$ cat src/rtl/ewrapper_io_tx_serdes_if.sv
// Word handshake between the elink TX arbiter (master) and the TX serializer (slave).
interface ewrapper_io_tx_serdes_if;
    logic [71:0] DATA_OUT_FROM_DEVICE;
    logic        TX_VALID;
    logic        TX_READY;

    modport master (output DATA_OUT_FROM_DEVICE, output TX_VALID, input TX_READY);
    modport slave  (input DATA_OUT_FROM_DEVICE, input TX_VALID, output TX_READY);
endinterface

$ cat src/rtl/ewrapper_io_tx_serdes.sv
// elink TX 8:1 serializer: buffers 72-bit words and emits per-lane even/odd bit pairs for SAME_EDGE ODDRs.
// Optional macro ELINK_TX_INVERT_EN inverts DATA_EVEN/DATA_ODD for E64 pad polarity.
module ewrapper_io_tx_serdes #(
    parameter int         FIFO_DEPTH = 4,
    parameter logic [7:0] IDLE_BYTE  = 8'h00,
    parameter logic [7:0] TRAIN_BYTE = 8'hD5
) (
    input  logic                          CLK_IN,
    input  logic                          IO_RESET_N,
    ewrapper_io_tx_serdes_if.slave        tx,
    input  logic                          TRAIN,
    output logic [8:0]                    DATA_EVEN,
    output logic [8:0]                    DATA_ODD,
    output logic                          SLOT0,
    output logic [$clog2(FIFO_DEPTH):0]   FIFO_LEVEL
);

    localparam int AW = $clog2(FIFO_DEPTH);
    localparam int LW = AW + 1;
`ifdef ELINK_TX_INVERT_EN
    localparam logic [8:0] INV_MASK = 9'h1FF;
`else
    localparam logic [8:0] INV_MASK = 9'h000;
`endif

    logic [1:0]    ph_r;
    logic [AW-1:0] wr_ptr_r;
    logic [AW-1:0] rd_ptr_r;
    logic [LW-1:0] level_r;
    logic          ready_r;
    logic [71:0]   mem_r [FIFO_DEPTH];
    logic [71:0]   cur_r;
    logic [8:0]    even_r;
    logic [8:0]    odd_r;
    logic          slot0_r;

    logic          push_s;
    logic          pop_s;
    logic          load_s;
    logic [LW-1:0] level_next_s;
    logic          ready_next_s;
    logic [71:0]   cur_next_s;
    logic [8:0]    even_s;
    logic [8:0]    odd_s;

    // FIFO control: pushes gated by the registered ready, pops only at load edges when not training
    always_comb begin
        push_s = tx.TX_VALID && ready_r;
        load_s = (ph_r == 2'd3);
        pop_s  = load_s && !TRAIN && (level_r != {LW{1'b0}});
        case ({push_s, pop_s})
            2'b10:   level_next_s = level_r + LW'(1);
            2'b01:   level_next_s = level_r - LW'(1);
            default: level_next_s = level_r;
        endcase
        if (level_next_s < LW'(FIFO_DEPTH)) begin
            ready_next_s = 1'b1;
        end else begin
            ready_next_s = 1'b0;
        end
    end

    // Word selection at the slot-3 edge: training overrides the FIFO, an empty FIFO sends idle
    always_comb begin
        if (!load_s) begin
            cur_next_s = cur_r;
        end else if (TRAIN) begin
            cur_next_s = {9{TRAIN_BYTE}};
        end else if (level_r != {LW{1'b0}}) begin
            cur_next_s = mem_r[rd_ptr_r];
        end else begin
            cur_next_s = {9{IDLE_BYTE}};
        end
    end

    // Pick the MSB-first bit pair of each lane for the current phase
    always_comb begin
        even_s = 9'h000;
        odd_s  = 9'h000;
        for (int n = 0; n < 9; n++) begin
            even_s[n] = cur_r[8*n + 7 - 2*int'(ph_r)];
            odd_s[n]  = cur_r[8*n + 6 - 2*int'(ph_r)];
        end
    end

    // Phase, FIFO, current word and output registers
    always_ff @(posedge CLK_IN or negedge IO_RESET_N) begin
        if (!IO_RESET_N) begin
            ph_r     <= 2'd0;
            wr_ptr_r <= {AW{1'b0}};
            rd_ptr_r <= {AW{1'b0}};
            level_r  <= {LW{1'b0}};
            ready_r  <= 1'b0;
            for (int i = 0; i < FIFO_DEPTH; i++) begin
                mem_r[i] <= 72'h0;
            end
            cur_r    <= {9{IDLE_BYTE}};
            even_r   <= 9'h000;
            odd_r    <= 9'h000;
            slot0_r  <= 1'b0;
        end else begin
            ph_r    <= ph_r + 2'd1;
            level_r <= level_next_s;
            ready_r <= ready_next_s;
            if (push_s) begin
                mem_r[wr_ptr_r] <= tx.DATA_OUT_FROM_DEVICE;
                wr_ptr_r        <= wr_ptr_r + AW'(1);
            end else begin
                wr_ptr_r        <= wr_ptr_r;
            end
            if (pop_s) begin
                rd_ptr_r <= rd_ptr_r + AW'(1);
            end else begin
                rd_ptr_r <= rd_ptr_r;
            end
            cur_r   <= cur_next_s;
            even_r  <= even_s ^ INV_MASK;
            odd_r   <= odd_s ^ INV_MASK;
            slot0_r <= (ph_r == 2'd0);
        end
    end

    assign tx.TX_READY = ready_r;
    assign DATA_EVEN   = even_r;
    assign DATA_ODD    = odd_r;
    assign SLOT0       = slot0_r;
    assign FIFO_LEVEL  = level_r;

endmodule

$ cat src/flat_wrapper.sv
// flat-port wrapper written by rule: the top's interface ports become plain ports
module ewrapper_io_tx_serdes_flat 
#(
    parameter int         FIFO_DEPTH = 4,
    parameter logic [7:0] IDLE_BYTE  = 8'h00,
    parameter logic [7:0] TRAIN_BYTE = 8'hD5
)
  (CLK_IN, IO_RESET_N, TRAIN, DATA_EVEN, DATA_ODD, SLOT0, FIFO_LEVEL, tx_DATA_OUT_FROM_DEVICE, tx_TX_VALID, tx_TX_READY);
  ewrapper_io_tx_serdes_if tx_i ();
  input  logic CLK_IN;
  input  logic IO_RESET_N;
  input  logic TRAIN;
  output logic [8:0] DATA_EVEN;
  output logic [8:0] DATA_ODD;
  output logic SLOT0;
  output logic [$clog2(FIFO_DEPTH):0] FIFO_LEVEL;
  input wire logic [$bits(tx_i.DATA_OUT_FROM_DEVICE)-1:0] tx_DATA_OUT_FROM_DEVICE;
  input wire logic [$bits(tx_i.TX_VALID)-1:0] tx_TX_VALID;
  output wire logic [$bits(tx_i.TX_READY)-1:0] tx_TX_READY;
  assign tx_i.DATA_OUT_FROM_DEVICE = tx_DATA_OUT_FROM_DEVICE;
  assign tx_i.TX_VALID = tx_TX_VALID;
  assign tx_TX_READY = tx_i.TX_READY;
  ewrapper_io_tx_serdes #(.FIFO_DEPTH(FIFO_DEPTH), .IDLE_BYTE(IDLE_BYTE), .TRAIN_BYTE(TRAIN_BYTE)) u_core (.CLK_IN(CLK_IN), .IO_RESET_N(IO_RESET_N), .tx(tx_i), .TRAIN(TRAIN), .DATA_EVEN(DATA_EVEN), .DATA_ODD(DATA_ODD), .SLOT0(SLOT0), .FIFO_LEVEL(FIFO_LEVEL));
endmodule
$ cat config.mk
export PLATFORM = sky130hd
export DESIGN_NAME = ewrapper_io_tx_serdes_flat
export DESIGN_NICKNAME = d
export VERILOG_FILES = /design/src/rtl/ewrapper_io_tx_serdes_if.sv /design/src/rtl/ewrapper_io_tx_serdes.sv /design/src/flat_wrapper.sv
export SDC_FILE = /design/constraint.sdc
export NUM_CORES = 1
export LEC_CHECK = 0
export ABC_AREA = 1
export ABC_CLOCK_PERIOD_IN_PS = 2230
export BUFFER_PORTS_ARGS = -buffer_cell sky130_fd_sc_hd__buf_2
export CAP_MARGIN = 30
export CORE_MARGIN = 1
export CORE_UTILIZATION = 25
export CTS_CLUSTER_SIZE = 24
export DETAILED_ROUTE_END_ITERATION = 12
export GPL_TIMING_DRIVEN = 0
export MAX_ROUTING_LAYER = met4
export SYNTH_ARGS = -nofsm -noshare
export SYNTH_HDL_FRONTEND = slang
export SYNTH_SLANG_ARGS = --single-unit
$ cat constraint.sdc
create_clock -name CLK_IN -period 2.23 [get_ports CLK_IN]
set_input_delay 0.1115 -clock CLK_IN [delete_from_list [all_inputs] [get_ports CLK_IN]]
set_output_delay 0.1115 -clock CLK_IN [all_outputs]
set_load 0.01 [all_outputs]
# --- After elaboration in Yosys (flattened, before gate mapping) ---
# Index checks and enable logic that the tools add are counted.
op_classes:
  eq_ne: 3
  muxes: 64
  bitwise: 2
  addsub: 23
  reduce_logical: 7
  magnitude_cmp: 22
op_table:
  columns: ["op", "n"]
  rows:
  - ["$lt A32 B9 Y1 const B", 18]
  - ["$mux W72", 5]
  - ["$bwmux W288", 1]
  - ["$bmux W72 S2", 1]
  - ["$demux W72 S2", 1]
  - ["$bmux W1 S7", 18]
  - ["$sub A6 B3 Y7 const A", 8]
  - ["$mux W1", 37]
  - ["$sub A5 B3 Y6 const A", 4]
  - ["$sub A7 B3 Y8 const A", 2]
  - ["$sub A4 B3 Y5 const A", 2]
  - ["$sub A3 B3 Y4 const A", 2]
  - ["$add A2 B1 Y2 const B", 3]
  - ["$ge A3 B3 Y1 const B", 2]
  - ["$not A2 Y3", 2]
  - ["$pmux W3 S2", 1]
  - ["$eq A2 B2 Y1 const B", 2]
  - ["$logic_and A1 B1 Y1", 4]
  - ["$add A3 B1 Y3 const B", 1]
  - ["$lt A3 B1 Y1 const B", 1]
  - ["$lt A3 B3 Y1 const B", 1]
  - ["$reduce_bool A3 Y1", 1]
  - ["$sub A3 B1 Y3 const B", 1]
  - ["$eq A2 B1 Y1 const B", 1]
  - ["other kinds (2)", 2]
word_totals:
  word_cells: 134
  output_inout_bits: 23
  input_bits: 76
  reg_bits: 389

# --- Longest topological paths before layout ---
logic_depth:
  word_depth: 7
  ltp_mapped: 13
  ltp_nobuf: 11

# --- Worst setup path before layout ---
# OpenSTA, ideal clock, no wires.
synth_path:
  kind: "register to register"
  from: "register u_core.ph_r[0]"
  to: "register u_core.ready_r, in the netlist u_core.tx.TX_READY"
  n_path_buf: 2
  synth_period_minus_slack_ns: 2.266
  setup_ns: 0.121
  path_stages_with_launch: 13
  t_arrival_ns: 2.146
  required_ns: 2.109
  slack_ns: -0.036
  cell_sequence: "dfrtp_1 > ha_1 > buf_4 > inv_4 > nor2_8 > nand2_2 > inv_2 > buf_2 > ha_1 > fa_1 > o21ai_0 > xor2_1 > inv_1"
synth_between:
  elab_chain_len: 7
  word_cells_on_any_way: 8
  classes_between: "1 x order compare; 3 x eq/ne; 2 x mux; 2 x reduce/logical"
synth_rtl:
  columns: ["item", "line_no", "rtl"]
  rows:
  - ["start: declaration", "ewrapper_io_tx_serdes.sv:26", "logic [1:0] ph_r;"]
  - ["start signal: assignment", "ewrapper_io_tx_serdes.sv:102", "ph_r <= ph_r + 2'd1;"]
  - ["$eq A2 B2 Y1 (*)", "ewrapper_io_tx_serdes.sv:49", "load_s = (ph_r == 2'd3);"]
  - ["$logic_and A1 B1 Y1 (*) (2 in a row)", "ewrapper_io_tx_serdes.sv:50", "pop_s = load_s && !TRAIN && (level_r != {LW{1'b0}});"]
  - ["named net u_core.pop_s", "ewrapper_io_tx_serdes.sv:38", "logic pop_s;"]
  - ["$eq A2 B1 Y1 or $eq A2 B2 Y1 (tied branches)", "ewrapper_io_tx_serdes.sv:51", "case ({push_s, pop_s})"]
  - ["$pmux W3 S2 (*)", "ewrapper_io_tx_serdes.sv:51", null]
  - ["$lt A3 B3 Y1 (*)", "ewrapper_io_tx_serdes.sv:56", "if (level_next_s < LW'(FIFO_DEPTH)) begin"]
  - ["$mux W1 (*)", "ewrapper_io_tx_serdes.sv:56", null]
  - ["named net u_core.ready_next_s", "ewrapper_io_tx_serdes.sv:41", "logic ready_next_s;"]
  - ["end signal: assignment", "ewrapper_io_tx_serdes.sv:104", "ready_r <= ready_next_s;"]
  - ["end: declaration", "ewrapper_io_tx_serdes.sv:30", "logic ready_r;"]
# The timed path passes the listed nets; every way through them passes the cells marked *.
# A chain may end at the register's enable or synchronous reset.

# --- Worst setup path after layout ---
layout_path:
  from: "register u_core.ph_r[1]"
  to: "register u_core.level_r[1], in the netlist u_core.FIFO_LEVEL[1]"
layout_between:
  elab_chain_len: 5
  word_cells_on_any_way: 6
  classes_between: "3 x eq/ne; 1 x mux; 2 x reduce/logical"
layout_rtl:
  columns: ["item", "line_no", "rtl"]
  rows:
  - ["$eq A2 B2 Y1 (*)", "ewrapper_io_tx_serdes.sv:49", null]
  - ["$logic_and A1 B1 Y1 (*) (2 in a row)", "ewrapper_io_tx_serdes.sv:50", null]
  - ["$eq A2 B1 Y1 or $eq A2 B2 Y1 (tied branches)", "ewrapper_io_tx_serdes.sv:51", null]
  - ["$pmux W3 S2 (*)", "ewrapper_io_tx_serdes.sv:51", null]
  - ["end signal: assignment", "ewrapper_io_tx_serdes.sv:92", "level_r <= {LW{1'b0}};"]
  - ["end signal: assignment", "ewrapper_io_tx_serdes.sv:103", "level_r <= level_next_s;"]
  - ["end: declaration", "ewrapper_io_tx_serdes.sv:29", "logic [LW-1:0] level_r;"]
# Mark *: on every way between the ends. The rest lies on a longest branch, timed or not.

==> results.cfg <==
[critical_path]
crit_type = flop to flop
max_stage_delay_ns = 0.43
crit_fanout = 11
cp.buffers_inverters = 3
crit_path_top_delay_cell = fa_2
crit_chain = ha_2, buf_6, inv_8, nor2_8, nand2_4, inv_6, ha_4, fa_2, mux2_2
worstSetupEndpointType = flop
startpoint_type = flop
arrival_ns = 2.55
crit_required_ns = 2.67
path_delay_family = adder cells

[logic_synthesis]
syn_area_per_cell_um2 = 8.02
yosysWarnings = 0
synth_top_area_share_pct = 55.9
synthTopCellsByCount = nand2_1 (723), dfrtp_1 (389), o21ai_0 (281)
synthTopCellsByArea = dfrtp_1 (56%), nand2_1 (16%), o21ai_0 (8.1%)
post_synth_num_cell_types = 24
yosys.cell_count.top_type = nand2_1
ys_async_sr_fraction_pct = 100
synth-seq-cells = 389
synth_fp_nets = 2258
synth_top_area_cell = dfrtp_1
synth-main-ff-cell = dfrtp_1
syn_inst = 2174
ys_seq_area_share_pct = 55.9
synth_edf_count = 0
syn_area_um2 = 17400

[floorplan]
fp.dieH_um = 266
start_util_pct = 25.3
die_area_um2 = 70800
die_w_um = 266
row_count = 96
io-pin-count = 99
core_area_um2 = 68800

[min_path]
hp-class = input port to async pin

[cells_and_area]
stdcell_count = 3361
syn_to_final_growth_pct = 22.8
nFillCells = 7379
drive_above_1_share_pct = 10.2
fin_nets = 2483

[route]
drtAntennaViolNets = 0
drc_errors = 0
routed_wl_mm = 55.5
vias = 15000
avgViaCountPerCell = 4.45
wire_per_inst_um = 16.5
drt_iter0_drc = 1430
drt_first_pass_iters = 8

[clocking]
cts.clk_slew.worst_paths_ns = 0.06
insertion_delay_ns = 0.57
clockRootBuffer = clkbuf_16
clk_path_buf_depth = 3
cts_made_buffers = 43
clock-sinks = 389
cts-htree-levels = 2
cts_tree = done

[timing]
finalClockSkew_ns = 0.0169
max_freq_ghz = 0.474
rsz0062_at_grt = false
whs_ns = 0.127
tightest_slew_ns = 0.762
period_minus_slack_ns = 2.11
setup_violations = 0
maxSlewViolCount = 0
min_period_over_period_pct = 94.6
hold_viol = 0
max-slew-margin-rel_pct = 49.2

[place]
dp.cells = 3206
dp_hpwl_mm = 37.3
io_buffers = 98
place.gp.congestion = 0.841

[grt]
grt-ovfl-total = 0
grt_pass1_vias = 14400
grt_antenna_before_repair = 2
grt_max_degree = 119
grt_first_pass_wirelength_mm = 86.4
grtUsageTotal_pct = 16.3

[power_and_ir_drop]
max-vdd-ir-drop_uv = 671
p_per_area_nw_per_um2 = 1400
leakage_nw = 10.7

[status]
status = finished, final reports clean

[run]
cap_violations = 0
metal layers:
metal	wire length (µm)	track usage [%]	up-vias
met2	24800	24.7	476
li1	-	-	7253
met3	3830	2.72	77
met1	25700	22.7	7158
met4	1180	3.99	0
met5	0	-	-
worst register-to-register path, delay by kind of cell (launching register included):
kind,cells,cell delay [ns]
buffers and inverters,3,0.30
adders and majority gates,3,0.78
DFF,1,0.35
and+or+nand+nor,2,0.29
muxes,1,0.26
state kept, by name (all words and copies together) (netlist names), 2 cells and up, named ones only:
signal             count
u_core.FIFO_LEVEL      2
u_core.DATA_ODD        9
u_core.cur_r          72
u_core.wr_ptr_r        2
u_core.DATA_EVEN       9
u_core.ph_r            2
u_core.mem_r         288
u_core.rd_ptr_r        2
cell usage in the layout, fill, tap and decap left out, drive strengths merged:
| cell | synthesis | layout |
|---|---|---|
| nand2 | 728 | 728 |
| o21ai | 326 | 326 |
| mux2 | 1 | 1 |
| o22ai | 18 | 18 |
| a21oi | 46 | 46 |
| xor2 | 3 | 3 |
| dlygate4sd3 | 0 | 75 |
| dfrtp | 389 | 389 |
| nand3 | 171 | 171 |
| diode | 0 | 1 |
| nor2 | 86 | 86 |
| xnor2 | 1 | 1 |
| ha | 7 | 7 |
| clkbuf | 66 | 134 |
| clkinv | 1 | 5 |
| buf | 68 | 173 |
| clkinvlp | 0 | 1 |
| inv | 262 | 262 |
| fa | 1 | 1 |
| bufinv | 0 | 2 |
final cells by class:
cell class              instances  area (µm²)  share of cell area [%]
diodes                          1        2.50                  0.0117
plain buffers                 133         636                    2.97
clock buffers                  68        1300                    6.09
clock inverters                 7        87.6                   0.409
inverters                     263        1000                    4.67
multi-input cells            1388        6100                    28.5
flip-flops and latches        389        9740                    45.5
well taps                     931        1160                    5.44
repair buffers                181        1370                    6.41
repair_timing:
item	in CTS	in global routing
gates resized for setup	6	8
pin swaps	1	4
setup endpoints to repair	3	3
hold buffers	75	0
setup buffers	1	4
hold endpoints to repair	372	0
through the flow:
stage               power [mW]  cell area, µm²  setup WS [ns]  util (%)  setup TNS (ns)
floorplan                 18.8           17400        0.00569         -               0
global placement          22.5           19100          -6.88      27.7        -2662.81
detailed placement        22.7           19200         -0.350      27.9          -0.881
CTS                       30.1           21300         0.0191      31.0               0
global route              32.3           21400       0.000702      31.1               0
finish                    30.0           21400          0.121      31.1               0
worst paths after layout:
check / cells past startpoint / to / from / slack (ns)
max: 9 / u_core.FIFO_LEVEL[1]$_DFFE_PN0N_ / u_core.ph_r[1]$_DFF_PN0_ / 0.12
min: 2 / u_core.mem_r[79]$_DFFE_PN0P_ / IO_RESET_N / 0.13
max reg2reg: 9 / u_core.FIFO_LEVEL[1]$_DFFE_PN0N_ / u_core.ph_r[1]$_DFF_PN0_ / 0.12
min reg2reg: 2 / u_core.mem_r[124]$_DFFE_PN0P_ / u_core.mem_r[124]$_DFFE_PN0P_ / 0.48
max in group asynchronous: 4 / u_core.mem_r[195]$_DFFE_PN0P_ / IO_RESET_N / 0.63
min in group CLK_IN: 4 / u_core.mem_r[159]$_DFFE_PN0P_ / tx_DATA_OUT_FROM_DEVICE[15] / 0.39
cell families (layout without fill, tap and decap cells):
kind of cell | Yosys count | in the layout | synth area share (%)
mux | 1 | 1 | 0.0646
simple gates | 985 | 985 | 22.6
xor+xnor | 4 | 4 | 0.201
fa+ha+maj | 8 | 8 | 0.617
compound gates | 390 | 390 | 11.3
buf+inv | 397 | 652 | 9.33
other cells | 0 | 1 | 0
flops | 389 | 389 | 55.9
power by group:
group,internal (mW),total (mW),switching [mW]
logic,3.69,11.0,7.33
registers,10.2,11.9,1.64
clock network,4.22,7.13,2.91
total,18.1,30.0,11.9
No activity file was read; power rests on OpenSTA's default activity.
